### src/rtl/decode_pkg.sv
// decode_pkg: constants and types shared by the RV32I decode stage and alu.
// Optional feature macro used by the decode files: DECODE_ILLEGAL_TRAP_EN.
package decode_pkg;

   localparam int XLEN = 32;
   localparam int OPW  = 37;

   // One-hot bit positions of the alu opcode vector
   localparam int OP_ADD   = 0;
   localparam int OP_SUB   = 1;
   localparam int OP_XOR   = 2;
   localparam int OP_OR    = 3;
   localparam int OP_AND   = 4;
   localparam int OP_SLL   = 5;
   localparam int OP_SRL   = 6;
   localparam int OP_SRA   = 7;
   localparam int OP_SLT   = 8;
   localparam int OP_SLTU  = 9;
   localparam int OP_ADDI  = 10;
   localparam int OP_XORI  = 11;
   localparam int OP_ORI   = 12;
   localparam int OP_ANDI  = 13;
   localparam int OP_SLLI  = 14;
   localparam int OP_SRLI  = 15;
   localparam int OP_SRAI  = 16;
   localparam int OP_SLTI  = 17;
   localparam int OP_SLTIU = 18;
   localparam int OP_LB    = 19;
   localparam int OP_LH    = 20;
   localparam int OP_LW    = 21;
   localparam int OP_LBU   = 22;
   localparam int OP_LHU   = 23;
   localparam int OP_SB    = 24;
   localparam int OP_SH    = 25;
   localparam int OP_SW    = 26;
   localparam int OP_BEQ   = 27;
   localparam int OP_BNE   = 28;
   localparam int OP_BLT   = 29;
   localparam int OP_BGE   = 30;
   localparam int OP_BLTU  = 31;
   localparam int OP_BGEU  = 32;
   localparam int OP_JAL   = 33;
   localparam int OP_JALR  = 34;
   localparam int OP_LUI   = 35;
   localparam int OP_AUIPC = 36;

   // RV32I major opcodes
   localparam logic [6:0] OPC_OP     = 7'b0110011;
   localparam logic [6:0] OPC_OPIMM  = 7'b0010011;
   localparam logic [6:0] OPC_LOAD   = 7'b0000011;
   localparam logic [6:0] OPC_STORE  = 7'b0100011;
   localparam logic [6:0] OPC_BRANCH = 7'b1100011;
   localparam logic [6:0] OPC_JAL    = 7'b1101111;
   localparam logic [6:0] OPC_JALR   = 7'b1100111;
   localparam logic [6:0] OPC_LUI    = 7'b0110111;
   localparam logic [6:0] OPC_AUIPC  = 7'b0010111;

   // The only two funct7 values that decode
   localparam logic [6:0] F7_BASE = 7'h00;
   localparam logic [6:0] F7_ALT  = 7'h20;

   typedef enum logic [2:0] {
      FMT_I,
      FMT_S,
      FMT_B,
      FMT_U,
      FMT_J,
      FMT_NONE
   } imm_fmt_e;

   typedef struct packed {
      logic [OPW-1:0]  instructions;
      logic [4:0]      rs1;
      logic [4:0]      rs2;
      logic [4:0]      rd;
      logic [XLEN-1:0] imm;
      logic [XLEN-1:0] pc;
      logic            use_imm;
      logic            illegal;
   } dec_bundle_t;

   // Sign-extended immediate for a format; bits [6:0] of the word never
   // contribute, so only [31:7] is passed in.
   function automatic logic [XLEN-1:0] build_imm(input imm_fmt_e fmt, input logic [31:7] w);
      case (fmt)
         FMT_I:   build_imm = {{20{w[31]}}, w[31:20]};
         FMT_S:   build_imm = {{20{w[31]}}, w[31:25], w[11:7]};
         FMT_B:   build_imm = {{19{w[31]}}, w[31], w[7], w[30:25], w[11:8], 1'b0};
         FMT_U:   build_imm = {w[31:12], 12'h000};
         FMT_J:   build_imm = {{11{w[31]}}, w[31], w[19:12], w[20], w[30:21], 1'b0};
         default: build_imm = '0;
      endcase
   endfunction

endpackage

### src/rtl/instr_decode_comb.sv
// instr_decode_comb: purely combinational RV32I word -> decoded bundle.
// With DECODE_ILLEGAL_TRAP_EN defined the bundle flags undecodable words;
// otherwise the illegal flag stays 0 and such words become a zero bundle.
module instr_decode_comb
   import decode_pkg::*;
(
   input  logic [31:0]  instr,
   input  logic [31:0]  pc,
   output dec_bundle_t  bundle
);

   logic [6:0] opcode;
   logic [2:0] funct3;
   logic [6:0] funct7;

   assign opcode = instr[6:0];
   assign funct3 = instr[14:12];
   assign funct7 = instr[31:25];

   logic [OPW-1:0] onehot;
   imm_fmt_e       fmt;
   logic           legal;
   logic           has_rs1;
   logic           has_rs2;
   logic           has_rd;
   logic           imm_sel;

   // Classify the word: one-hot opcode, immediate format and which fields exist
   always_comb begin
      onehot  = '0;
      fmt     = FMT_NONE;
      legal   = 1'b0;
      has_rs1 = 1'b0;
      has_rs2 = 1'b0;
      has_rd  = 1'b0;
      imm_sel = 1'b0;
      case (opcode)
         OPC_OP: begin
            has_rs1 = 1'b1;
            has_rs2 = 1'b1;
            has_rd  = 1'b1;
            if (funct7 == F7_BASE) begin
               legal = 1'b1;
               case (funct3)
                  3'd0:    onehot[OP_ADD]  = 1'b1;
                  3'd1:    onehot[OP_SLL]  = 1'b1;
                  3'd2:    onehot[OP_SLT]  = 1'b1;
                  3'd3:    onehot[OP_SLTU] = 1'b1;
                  3'd4:    onehot[OP_XOR]  = 1'b1;
                  3'd5:    onehot[OP_SRL]  = 1'b1;
                  3'd6:    onehot[OP_OR]   = 1'b1;
                  default: onehot[OP_AND]  = 1'b1;
               endcase
            end else if (funct7 == F7_ALT) begin
               case (funct3)
                  3'd0: begin onehot[OP_SUB] = 1'b1; legal = 1'b1; end
                  3'd5: begin onehot[OP_SRA] = 1'b1; legal = 1'b1; end
                  default: ;
               endcase
            end
         end
         OPC_OPIMM: begin
            fmt     = FMT_I;
            has_rs1 = 1'b1;
            has_rd  = 1'b1;
            imm_sel = 1'b1;
            case (funct3)
               3'd0: begin onehot[OP_ADDI]  = 1'b1; legal = 1'b1; end
               3'd2: begin onehot[OP_SLTI]  = 1'b1; legal = 1'b1; end
               3'd3: begin onehot[OP_SLTIU] = 1'b1; legal = 1'b1; end
               3'd4: begin onehot[OP_XORI]  = 1'b1; legal = 1'b1; end
               3'd6: begin onehot[OP_ORI]   = 1'b1; legal = 1'b1; end
               3'd7: begin onehot[OP_ANDI]  = 1'b1; legal = 1'b1; end
               3'd1: begin
                  if (funct7 == F7_BASE) begin onehot[OP_SLLI] = 1'b1; legal = 1'b1; end
               end
               default: begin
                  if (funct7 == F7_BASE) begin
                     onehot[OP_SRLI] = 1'b1;
                     legal = 1'b1;
                  end else if (funct7 == F7_ALT) begin
                     onehot[OP_SRAI] = 1'b1;
                     legal = 1'b1;
                  end
               end
            endcase
         end
         OPC_LOAD: begin
            fmt     = FMT_I;
            has_rs1 = 1'b1;
            has_rd  = 1'b1;
            imm_sel = 1'b1;
            case (funct3)
               3'd0: begin onehot[OP_LB]  = 1'b1; legal = 1'b1; end
               3'd1: begin onehot[OP_LH]  = 1'b1; legal = 1'b1; end
               3'd2: begin onehot[OP_LW]  = 1'b1; legal = 1'b1; end
               3'd4: begin onehot[OP_LBU] = 1'b1; legal = 1'b1; end
               3'd5: begin onehot[OP_LHU] = 1'b1; legal = 1'b1; end
               default: ;
            endcase
         end
         OPC_STORE: begin
            fmt     = FMT_S;
            has_rs1 = 1'b1;
            has_rs2 = 1'b1;
            imm_sel = 1'b1;
            case (funct3)
               3'd0: begin onehot[OP_SB] = 1'b1; legal = 1'b1; end
               3'd1: begin onehot[OP_SH] = 1'b1; legal = 1'b1; end
               3'd2: begin onehot[OP_SW] = 1'b1; legal = 1'b1; end
               default: ;
            endcase
         end
         OPC_BRANCH: begin
            fmt     = FMT_B;
            has_rs1 = 1'b1;
            has_rs2 = 1'b1;
            case (funct3)
               3'd0: begin onehot[OP_BEQ]  = 1'b1; legal = 1'b1; end
               3'd1: begin onehot[OP_BNE]  = 1'b1; legal = 1'b1; end
               3'd4: begin onehot[OP_BLT]  = 1'b1; legal = 1'b1; end
               3'd5: begin onehot[OP_BGE]  = 1'b1; legal = 1'b1; end
               3'd6: begin onehot[OP_BLTU] = 1'b1; legal = 1'b1; end
               3'd7: begin onehot[OP_BGEU] = 1'b1; legal = 1'b1; end
               default: ;
            endcase
         end
         OPC_JAL: begin
            fmt    = FMT_J;
            has_rd = 1'b1;
            onehot[OP_JAL] = 1'b1;
            legal  = 1'b1;
         end
         OPC_JALR: begin
            fmt     = FMT_I;
            has_rs1 = 1'b1;
            has_rd  = 1'b1;
            imm_sel = 1'b1;
            if (funct3 == 3'd0) begin onehot[OP_JALR] = 1'b1; legal = 1'b1; end
         end
         OPC_LUI: begin
            fmt     = FMT_U;
            has_rd  = 1'b1;
            imm_sel = 1'b1;
            onehot[OP_LUI] = 1'b1;
            legal   = 1'b1;
         end
         OPC_AUIPC: begin
            fmt     = FMT_U;
            has_rd  = 1'b1;
            imm_sel = 1'b1;
            onehot[OP_AUIPC] = 1'b1;
            legal   = 1'b1;
         end
         default: ;
      endcase
   end

   // Assemble the bundle; an undecodable word collapses to all-zero fields
   always_comb begin
      bundle    = '0;
      bundle.pc = pc;
      if (legal) begin
         bundle.instructions = onehot;
         bundle.rs1          = has_rs1 ? instr[19:15] : 5'd0;
         bundle.rs2          = has_rs2 ? instr[24:20] : 5'd0;
         bundle.rd           = has_rd  ? instr[11:7]  : 5'd0;
         bundle.imm          = build_imm(fmt, instr[31:7]);
         bundle.use_imm      = imm_sel;
      end
`ifdef DECODE_ILLEGAL_TRAP_EN
      bundle.illegal = ~legal;
`else
      bundle.illegal = 1'b0;
`endif
   end

endmodule

### src/rtl/instr_decoder.sv
// instr_decoder: registered RV32I decode stage with a one-entry skid buffer.
// Handshake: a transfer happens on a rising edge where valid && ready; once
// out_valid rises the bundle holds until out_ready takes it, and in_ready
// is a flop ("skid empty") so upstream never sees out_ready combinationally.
// Optional feature macro: DECODE_ILLEGAL_TRAP_EN (flag illegal words and
// stop accepting input after one has been taken downstream, until rst).
module instr_decoder #(
   parameter int XLEN = 32,
   parameter int OPW  = 37
) (
   input  logic            clk,
   input  logic            rst,
   input  logic            in_valid,
   output logic            in_ready,
   input  logic [XLEN-1:0] in_instr,
   input  logic [XLEN-1:0] in_pc,
   output logic            out_valid,
   input  logic            out_ready,
   output logic [OPW-1:0]  instructions,
   output logic [4:0]      rs1,
   output logic [4:0]      rs2,
   output logic [4:0]      rd,
   output logic [XLEN-1:0] imm,
   output logic [XLEN-1:0] pc_out,
   output logic            use_imm,
   output logic            illegal
);

   decode_pkg::dec_bundle_t dec_b;
   decode_pkg::dec_bundle_t out_q;
   decode_pkg::dec_bundle_t out_d;
   decode_pkg::dec_bundle_t skid_q;
   decode_pkg::dec_bundle_t skid_d;
   logic out_valid_q, out_valid_d;
   logic skid_valid_q, skid_valid_d;
   logic ready_q, ready_d;
   logic accept;
   logic trap_d;

   instr_decode_comb u_decode (
      .instr  (in_instr),
      .pc     (in_pc),
      .bundle (dec_b)
   );

   assign accept = in_valid && ready_q;

`ifdef DECODE_ILLEGAL_TRAP_EN
   logic trap_q;
   assign trap_d = trap_q || (out_valid_q && out_ready && out_q.illegal);

   // Trap-hold latch: set once an illegal bundle leaves, cleared only by rst
   always_ff @(posedge clk or posedge rst) begin
      if (rst) trap_q <= 1'b0;
      else     trap_q <= trap_d;
   end
`else
   assign trap_d = 1'b0;
`endif

   // Next state of the output and skid registers
   always_comb begin
      out_d        = out_q;
      skid_d       = skid_q;
      out_valid_d  = out_valid_q;
      skid_valid_d = skid_valid_q;
      if (!out_valid_q || out_ready) begin
         // Output slot is free this edge: skid has priority over new input
         if (skid_valid_q) begin
            out_d        = skid_q;
            out_valid_d  = 1'b1;
            skid_valid_d = 1'b0;
         end else if (accept) begin
            out_d       = dec_b;
            out_valid_d = 1'b1;
         end else begin
            out_valid_d = 1'b0;
         end
      end else if (accept) begin
         // Output stalled: park the new word in the skid
         skid_d       = dec_b;
         skid_valid_d = 1'b1;
      end
      ready_d = !skid_valid_d && !trap_d;
   end

   // Pipeline registers; reset discards both entries
   always_ff @(posedge clk or posedge rst) begin
      if (rst) begin
         out_q        <= '0;
         skid_q       <= '0;
         out_valid_q  <= 1'b0;
         skid_valid_q <= 1'b0;
         ready_q      <= 1'b1;
      end else begin
         out_q        <= out_d;
         skid_q       <= skid_d;
         out_valid_q  <= out_valid_d;
         skid_valid_q <= skid_valid_d;
         ready_q      <= ready_d;
      end
   end

   assign in_ready     = ready_q;
   assign out_valid    = out_valid_q;
   assign instructions = out_q.instructions;
   assign rs1          = out_q.rs1;
   assign rs2          = out_q.rs2;
   assign rd           = out_q.rd;
   assign imm          = out_q.imm;
   assign pc_out       = out_q.pc;
   assign use_imm      = out_q.use_imm;
   assign illegal      = out_q.illegal;

endmodule

### config.mk
export PLATFORM = sky130hd
export DESIGN_NAME = instr_decoder
export DESIGN_NICKNAME = d
export VERILOG_FILES = /design/src/rtl/decode_pkg.sv /design/src/rtl/instr_decode_comb.sv /design/src/rtl/instr_decoder.sv
export SDC_FILE = /design/constraint.sdc
export NUM_CORES = 1
export LEC_CHECK = 0
export ABC_CLOCK_PERIOD_IN_PS = 10800
export BUFFER_PORTS_ARGS = -buffer_cell sky130_fd_sc_hd__buf_4
export CAP_MARGIN = 0
export CORE_MARGIN = 4
export CORE_UTILIZATION = 40
export CTS_CLUSTER_SIZE = 16
export DETAILED_ROUTE_END_ITERATION = 8
export GPL_TIMING_DRIVEN = 0
export REMOVE_ABC_BUFFERS = 1
export SLEW_MARGIN = 20
export SYNTH_ARGS = -nofsm -noshare
export SYNTH_HDL_FRONTEND = slang
export SYNTH_SLANG_ARGS = --single-unit
export TNS_END_PERCENT = 20
### constraint.sdc
create_clock -name clk -period 10.8 [get_ports clk]
set_input_delay 1.08 -clock clk [delete_from_list [all_inputs] [get_ports clk]]
set_output_delay 1.08 -clock clk [all_outputs]
set_load 0.02 [all_outputs]
==> results of run 1 <==
-- synth_stat cells, types with 17 or more instances --
master	number
nand2_1	345
clkbuf_1	74
o31ai_1	76
nor2_1	35
o22ai_1	17
dfrtp_1	236
and3_1	19
nor3_1	19
o21a_1	18
mux2i_1	33
a21oi_1	69
o21ai_0	110
-- critical path, delay by kind of cell --
family	cells	cell delay (ps)
buffers and inverters	3	610
AND/OR/NAND/NOR	4	1820
AO/OA/AOI/OAI	1	310
-- metal layers --
metal,global-route usage,wire length (um),vias up
met2,0.311,13600,266
met4,0.0519,709,0
met1,0.295,14300,4395
li1,-,-,4406
met3,0.0380,1880,47
met5,0,0,-
-- power by group through the flow --
stage | Combinational [mW] | Sequential, mW | Clock, mW
final | 0.542 | 1.07 | 0.893
after global routing | 0.600 | 1.08 | 0.957
after CTS | 0.552 | 1.07 | 0.922
after detailed placement | 0.550 | 1.08 | 0
after global placement | 0.526 | 1.10 | 0
after floorplan | 0.193 | 1.18 | 0
-- sequential cells by signal, indices dropped and copies added, names as in the netlist --
name          flops
skid_q          117
instructions     37
imm              32
pc_out           32
rd                5
rs1               5
rs2               5
in_ready          1
out_valid         1
skid_valid_q      1
use_imm           1
-- kinds of logic after synthesis --
family / count (synthesis) / share of synthesized area
and+or+nand+nor: 472 / 0.186
buffers and inverters: 100 / 0.0400
xor gates and xnor gates: 1 / 0.000806
other: 1 / 0.000345
DFF: 237 / 0.546
muxes: 33 / 0.0304
AOI/OAI and AO/OA: 339 / 0.196
-- worst max-delay path by stage --
stage               slack [ps]         start  cells after the start              end
floorplan                 3220           rst                      1           imm[0]
global placement          -410  skid_valid_q                      4  instructions[0]
detailed placement        6800     out_ready                      8          imm[17]
CTS                       7360     out_ready                      8          imm[17]
global route              7160     out_ready                      8          imm[15]
finish                    7350     out_ready                      8          imm[17]
-- final cells by class --
class                           instances  area, um2  share of cell area
Clock buffer                           37        743              0.0549
Tap cell                              341        427              0.0315
Timing Repair Buffer                  202       1730               0.128
Sequential cell                       237       5940               0.439
Multi-Input combinational cell        846       4560               0.337
Clock inverter                         11        109             0.00805
Inverter                                5       26.3             0.00194
-- per-stage QoR --
stage / area (um2) / setup TNS (ps) / cells / power, mW / setup WS [ps]
CTS: 13500 / 0 / 1679 / 2.54 / 7360
global placement: 12300 / -1200 / 1615 / 1.62 / -413
global route: 13500 / 0 / 1679 / 2.64 / 7160
floorplan: 10500 / 0 / 1088 / 1.37 / 3220
finish: 13500 / 0 / 1679 / 2.50 / 7350
detailed placement: 12700 / 0 / 1631 / 1.63 / 6800
-- cells in the final DEF, fill, tap and decap left out, types with 4 or more instances in the layout --
cell,synthesis,routed
nand2_1,345,344
dfrtp_1,236,235
buf_4,1,188
o21ai_0,110,109
o31ai_1,76,75
a21oi_1,69,69
nor2_1,35,34
mux2i_1,33,33
clkbuf_16,0,27
nor3_1,19,19
o21a_1,18,18
and3_1,19,18
o22ai_1,17,17
o211ai_1,11,11
a21o_1,11,11
clkinv_2,0,8
nand3b_1,7,7
nand2b_1,7,7
clkbuf_1,74,7
buf_16,0,7
nand3_1,7,6
or3_1,6,6
o311ai_0,6,6
a22oi_1,5,5
buf_12,0,5
inv_1,5,4
==> results.toml, run 1 <==
[outcome]
status = "finished clean"

[clock_tree]
insertion_delay_ps = 520
post_cts_buffers = 0
cts_max_path_buffers = 3
cts_resized = 0
clk_pin_slew_ps = 60
htreeDepth = 1
hold_buffers = 0
cts.sinks = 237
root_buffer = "clkbuf_16"
cts_tree = "done"
numCtsBuffers = 27

[grt]
grt_pass1_vias = 9150
grt_usage = 0.201
antenna_found_initial = 0
grt_max_degree = 91
grt_pass1_wl_um = 50400
gr-total-overflow = 0

[critical_path]
crit_path_end_kind = "flop"
path_cells = "buf_4, nand2b_1, nand2_4, buf_12, buf_12, nor2_1, nand2_1, o31ai_1"
cpPeakStageDelay_ps = 750
r2r-end = "imm[17]"
critPathKind = "in2reg"
crit_slowest_cell = "nand2b_1"
rr_worst_depth = 7
worstPathArrival_ps = 3870
cpMostUsedCell = "buf_12"
critical_path_required_ps = 11220
r2r_slack_ps = 7650
start_kind = "primary input"
cp_max_fo = 56
r2r_start = "out_valid"

[route]
via_per_inst = 5.43
num_vias = 9114
drcViolationCount = 0
ant_nets = 0
wl_per_cell_um = 18.1
initialDrtViolationCount = 720
drt-pass1-iter-count = 5
wirelength_um = 30500

[power]
power_density_mw_per_mm2 = 185
comb_power_share = 0.217
power.static_leakage_nw = 6.15
ir_worst_vdd_uv = 108
p_sw_frac = 0.305
intPower_mw = 1.74
p_clk_frac = 0.357
net-switching-power_uw = 764
p_seq_frac = 0.426

[sta]
finalHoldViolations = 0
max_slew_margin = 0.336
rsz0062_at_grt = "no"
fmaxAchievable_ghz = 0.290
finalCriticalPeriod_ps = 3450
hold_ws_ps = 473
worstMarginPinSlew_ps = 996
clock_skew_ps = 10.5
finalMaxSlewViolations = 0
finalCritPeriodShare = 0.320
finalSetupViolCount = 0

[placed_design]
gp_congestion = 0.791
hpwlAfterDp_um = 19500
io_buffers = 186

[synth]
synthArstFlopShare = 1.00
yosysTopAreaCellShare = 0.543
avgSynthCellArea_um2 = 9.19
yosysTopAreaCell = "dfrtp_1"
ys_ff_latch = 237
ys_seq_area_frac = 0.546
synth_flop_cell = "dfrtp_1"
netlist_area_mm2 = 0.0109
synthDistinctLibCells = 52
synth.area.top_cells = "dfrtp_1 54%, nand2_1 12%, o31ai_1 5.2%"
ys.warnings.count = 0
synth_edf_count = 0
syn_inst = 1183

[flow_run]
cap_violations = 0

[floorplan]
core-area_mm2 = 0.0269
die_w_um = 173
rows = 60
dieArea_mm2 = 0.0299
io_pins = 188
floorplan.initialDensity = 0.405
die_h_um = 173

[min_path]
hold-path-endpoint = "skid_q[31]"
worstHoldPathType = "reg2reg"
hold_depth = 2
min_from = "skid_q[31]"

[finish]
n_antenna_cell = 0
nNetsFinal = 1387
syn_to_final_growth_pct = 24.4
drive_gt1_frac = 0.197
fill_cells = 2534
post-route-util = 0.503
(Power assumes the default switching activity.)
==> run 2, diff against run 1 <==
--- a/config.mk
+++ b/config.mk
@@ -5,7 +5,8 @@
 export SDC_FILE = /design/constraint.sdc
 export NUM_CORES = 1
 export LEC_CHECK = 0
-export ABC_CLOCK_PERIOD_IN_PS = 10800
+export ABC_AREA = 1
+export ABC_CLOCK_PERIOD_IN_PS = 3470
 export BUFFER_PORTS_ARGS = -buffer_cell sky130_fd_sc_hd__buf_4
 export CAP_MARGIN = 0
 export CORE_MARGIN = 4
==> constraint.sdc (replaced) <==
create_clock -name clk -period 3.47 [get_ports clk]
set_input_delay 0.347 -clock clk [delete_from_list [all_inputs] [get_ports clk]]
set_output_delay 0.347 -clock clk [all_outputs]
set_load 0.02 [all_outputs]
==> results.toml, run 2 <==
[outcome]
status = "finished clean"

[sta]
finalMaxSlewViolations = 0
rsz0062_at_grt = "no"
finalHoldViolations = 0
clock_skew_ps = 9.96
finalSetupViolCount = 0
fin_ws_ps = 378
worstMarginPinSlew_ps = 789
finalCriticalPeriod_ps = 3090
fmaxAchievable_ghz = 0.323
finalCritPeriodShare = 0.891
max_slew_margin = 0.473
hold_ws_ps = 20.5

[min_path]
worstHoldPathType = "in2reg"

[clock_tree]
htreeDepth = 1
insertion_delay_ps = 530
cts_max_path_buffers = 3
clk_pin_slew_ps = 60
cts.sinks = 237
root_buffer = "clkbuf_16"
numCtsBuffers = 28
cts_tree = "done"

[synth]
synth_edf_count = 0
netlist_area_mm2 = 0.0110
synthArstFlopShare = 1.00
avgSynthCellArea_um2 = 7.70
syn_inst = 1427
synthDistinctLibCells = 33
yosysTopAreaCell = "dfrtp_1"
synth_flop_cell = "dfrtp_1"
ys_seq_area_frac = 0.540
yosysTopAreaCellShare = 0.537
synth.area.top_cells = "dfrtp_1 54%, nand2_1 19%, nor2_1 5.9%"
synth.most_common_cell = "nand2_1"
ys_ff_latch = 237
ys.warnings.count = 0
synth_commonest_cells = "567 x nand2_1, 236 x dfrtp_1, 174 x nor2_1"

[grt]
grt_max_degree = 135
grt_usage = 0.195
gr-total-overflow = 0
grt_pass1_wl_um = 49300
antenna_found_initial = 1
grt_pass1_vias = 9300

[critical_path]
critPathKind = "reg2reg"
start_kind = "flop"
critical_path_required_ps = 3880
cp_max_fo = 126
worstPathArrival_ps = 3500
crit_path_end_kind = "flop"

[route]
num_vias = 9608
wl_per_cell_um = 15.5
via_per_inst = 4.99
drcViolationCount = 0
ant_nets = 0
initialDrtViolationCount = 688
drt-pass1-iter-count = 5
wirelength_um = 29900

[finish]
nNetsFinal = 1634
drive_gt1_frac = 0.179
fill_cells = 2662
register_area_mm2 = 0.00593
largest_reg_flops = 117
post-route-util = 0.506
syn_to_final_growth_pct = 24.5
regMostFlops = "skid_q"
layout_commonest_cell = "nand2_1"
multi_input_area_mm2 = 0.00450
layout_common_cells = "566 x nand2_1, 235 x dfrtp_1, 186 x buf_4, 173 x nor2_1, 103 x o21ai_0"

[flow_run]
cap_violations = 0

[floorplan]
dieArea_mm2 = 0.0302
io_pins = 188
die_h_um = 174
core-area_mm2 = 0.0270
die_w_um = 174
floorplan.initialDensity = 0.407
rows = 60

[placed_design]
preCtsSetupSlack_ps = 182
hpwlAfterDp_um = 19000
io_buffers = 186
gp_congestion = 0.810

[power]
power_density_mw_per_mm2 = 608
p_seq_frac = 0.415
net-switching-power_mw = 2.57
ir_worst_vdd_uv = 392
p_sw_frac = 0.309
fin_total_pwr_mw = 8.32
power.static_leakage_nw = 7.28
intPower_mw = 5.75
p_clk_frac = 0.358
comb_power_share = 0.227
-- run 2: changes by cell type after synthesis, moves of 14 or more --
cell / before / now
nand2_1: 345 / 567
nor2_1: 35 / 174
o31ai_1: 76 / 6
nand3_1: 7 / 76
a21oi_1: 69 / 32
inv_1: 5 / 41
mux2i_1: 33 / 0
a31oi_1: 3 / 32
and3_1: 19 / 0
o21a_1: 18 / 1
o22ai_1: 17 / 0
nor3_1: 19 / 4
nand2_2: 0 / 14
-- run 2: path summary, 6_finish.rpt --
| path | from | end | slack [ps] | depth (start not counted) |
|---|---|---|---|---|
| max | skid_valid_q | instructions[10] | 380 | 8 |
| max in group asynchronous | rst | pc_out[14] | 1800 | 5 |
| max reg2reg | skid_valid_q | instructions[10] | 380 | 8 |
| min in group asynchronous | rst | imm[8] | 380 | 3 |
| min | in_pc[16] | skid_q[18] | 20 | 3 |
| min reg2reg | skid_q[18] | skid_q[18] | 470 | 2 |
-- run 2: layer usage --
| layer | routed length (um) | global-route usage | vias to the layer above |
|---|---|---|---|
| met5 | 0 | 0 | - |
| met4 | 475 | 0.0429 | 0 |
| met3 | 2330 | 0.0502 | 34 |
| met2 | 13500 | 0.311 | 265 |
| met1 | 13600 | 0.270 | 4507 |
| li1 | - | - | 4802 |
-- run 2: repair_timing --
action                     in CTS  in global routing
setup endpoints to repair       0                  7
gates resized for setup         0                  1
buffers inserted                0                  0
hold endpoints to repair       55                  0
hold buffers                    2                  0
-- run 2: kinds of logic after synthesis --
| logic type | Yosys count | share of synthesized area |
|---|---|---|
| AOI/OAI and AO/OA | 195 | 0.0966 |
| buffers and inverters | 142 | 0.0521 |
| DFF | 237 | 0.540 |
| other | 1 | 0.000341 |
| and+or+nand+nor | 852 | 0.311 |
-- run 2: area by class of cell --
type | count | area share
repair buffers | 197 | 0.121
well taps | 341 | 0.0312
diodes | 1 | 0.000183
inverters | 54 | 0.0168
clock inverters | 4 | 0.00512
multi-input cells | 1048 | 0.329
flip-flops and latches | 237 | 0.433
clock buffers | 45 | 0.0633
-- run 2: stage by stage --
stage / TNS [ps] / cells / area (um2)
floorplan: -1314350 / 1339 / 10600
global placement: -2983990 / 1866 / 12400
detailed placement: 0 / 1875 / 12700
CTS: 0 / 1926 / 13700
global route: 0 / 1927 / 13700
finish: 0 / 1927 / 13700
-- run 2: power groups by stage --
stage                     Sequential (mW)  Clock (mW)  Combinational (mW)
after detailed placement             3.49           0                1.92
after global routing                 3.52        3.18                2.10
after CTS                            3.46        3.07                1.92
after floorplan                      3.79           0               0.782
final                                3.46        2.97                1.89
after global placement               3.51           0                1.90
-- run 2: critical path: stages, from the launching register on --
cell and delay (ps):
dfrtp_2 600, inv_8 350, buf_16 400, nand2_1 200, nand2_4 340, buf_16 300, inv_6 270, o211ai_1 260
nand2_1 80
==> run 3, diff against run 2 <==
==> constraint.sdc (replaced) <==
create_clock -name clk -period 3.47 [get_ports clk]
set_input_delay 0.5205 -clock clk [delete_from_list [all_inputs] [get_ports clk]]
set_output_delay 0.5205 -clock clk [all_outputs]
set_load 0.02 [all_outputs]
==> results.toml, run 3 (synthesis gave the netlist of run 2 again) <==
[clock_tree]
numCtsBuffers = 28
clk_pin_slew_ps = 60
root_buffer = "clkbuf_16"
cts_max_path_buffers = 3
htreeDepth = 1
insertion_delay_ps = 530
cts_tree = "done"
post_cts_buffers = 0
cts.sinks = 237

[critical_path]
cp_top_family = "buffers and inverters"
crit_slowest_cell = "dfrtp_2"
crit_path_end_kind = "flop"
r2r_start = "skid_valid_q"
cp_num_cells = 8
crit_buf_inv = 4
critical_path.endpoint = "instructions[10]"
worstPathArrival_ps = 3510
critPathKind = "reg2reg"
startpoint = "skid_valid_q"
cpPeakStageDelay_ps = 600
start_kind = "flop"
critical_path_required_ps = 3880
path_cells = "inv_8, buf_16, nand2_1, nand2_4, buf_16, inv_6, o211ai_1, nand2_1"
r2r_slack_ps = 370
rr_worst_depth = 8
r2r-end = "instructions[10]"
cp_max_fo = 126

[grt]
antenna_found_initial = 1
grt_pass1_wl_um = 49300
grt_pass1_vias = 9300
gr-total-overflow = 0
grt_max_degree = 135
grt_usage = 0.195

[power]
power_density_mw_per_mm2 = 609
p_clk_frac = 0.358
power.static_leakage_nw = 7.27
ir_worst_vdd_uv = 391
intPower_mw = 5.75
comb_power_share = 0.227
p_sw_frac = 0.309
net-switching-power_mw = 2.57
p_seq_frac = 0.415

[route]
drt-pass1-iter-count = 5
via_per_inst = 4.98
wirelength_um = 29900
wl_per_cell_um = 15.5
ant_nets = 0
initialDrtViolationCount = 682
num_vias = 9598
drcViolationCount = 0

[floorplan]
die_h_um = 174
floorplan.initialDensity = 0.407
core-area_mm2 = 0.0270
die_w_um = 174
rows = 60
io_pins = 188
dieArea_mm2 = 0.0302

[sta]
clock_skew_ps = 9.59
rsz0062_at_grt = "no"
worstMarginPinSlew_ps = 821
finalSetupViolCount = 0
fin_ws_ps = 369
finalMaxSlewViolations = 0
tns_ps = 0
finalHoldViolations = 0
fmaxAchievable_ghz = 0.322
max_slew_margin = 0.452
finalCriticalPeriod_ps = 3100
finalCritPeriodShare = 0.894

[finish]
largest_reg_flops = 117
fill_cells = 2664
layout_common_cells = "566 x nand2_1, 235 x dfrtp_1, 186 x buf_4, 173 x nor2_1, 103 x o21ai_0"
post-route-util = 0.506
design_area_mm2 = 0.0137
drive_gt1_frac = 0.179
layout_commonest_cell = "nand2_1"
regMostFlops = "skid_q"
nNetsFinal = 1633
syn_to_final_growth_pct = 24.4

[flow_run]
cap_violations = 0

[placed_design]
gp_congestion = 0.810
io_buffers = 186
place_area_mm2 = 0.0127
preCtsSetupSlack_ps = 182
hpwlAfterDp_um = 19000

[outcome]
status = "finished clean"

[min_path]
worstHoldPathType = "in2reg"
run 3: how the worst min path moves through the flow:
stage | start | endpoint | slack (ps) | depth (start not counted)
floorplan | skid_q[26] | skid_q[26] | 440 | 2
global placement | skid_q[29] | skid_q[29] | 450 | 2
detailed placement | skid_q[22] | skid_q[22] | 460 | 2
CTS | in_pc[12] | skid_q[14] | 170 | 3
global route | in_pc[12] | skid_q[14] | 180 | 3
finish | in_pc[12] | skid_q[14] | 190 | 3
run 3: metrics by stage:
stage               power [mW]  std cells  hold slack [ps]
floorplan                 4.57       1339              442
global placement          5.41       1866              453
detailed placement        5.41       1875              458
CTS                       8.45       1925              172
global route              8.80       1926              179
finish                    8.32       1926              193
run 3: layout make-up:
cell class,count,area (um2),share of cell area
sequential,237,5930,0.434
multi-input combinational,1048,4500,0.329
timing repair buffer,196,1650,0.120
clock buffer,45,866,0.0633
tap,341,427,0.0312
inverter,54,230,0.0168
clock inverter,4,70.1,0.00512
antenna,1,2.50,0.000183
run 3: worst min-delay path, stage by stage:
cell	delay (ps)
buf_4	80
nand2_1	40
nand2_1	50
run 3: timing repair:
action                                 in CTS  in global routing
gates resized for setup                     0                  1
hold buffers                                1                  0
setup endpoints to repair                   0                  7
endpoints found under the hold margin       8                  0
run 3: power groups by stage:
| stage | combinational, mW | sequential (mW) | clock [mW] |
|---|---|---|---|
| floorplan | 0.782 | 3.79 | 0 |
| CTS | 1.92 | 3.46 | 3.07 |
| detailed placement | 1.92 | 3.49 | 0 |
| global route | 2.10 | 3.52 | 3.18 |
| global placement | 1.90 | 3.51 | 0 |
| finish | 1.89 | 3.46 | 2.98 |
run 3: per-layer routing:
metal / GRT usage / wire (um)
met5: 0 / 0
met4: 0.0429 / 461
met3: 0.0502 / 2320
met2: 0.311 / 13500
met1: 0.270 / 13600
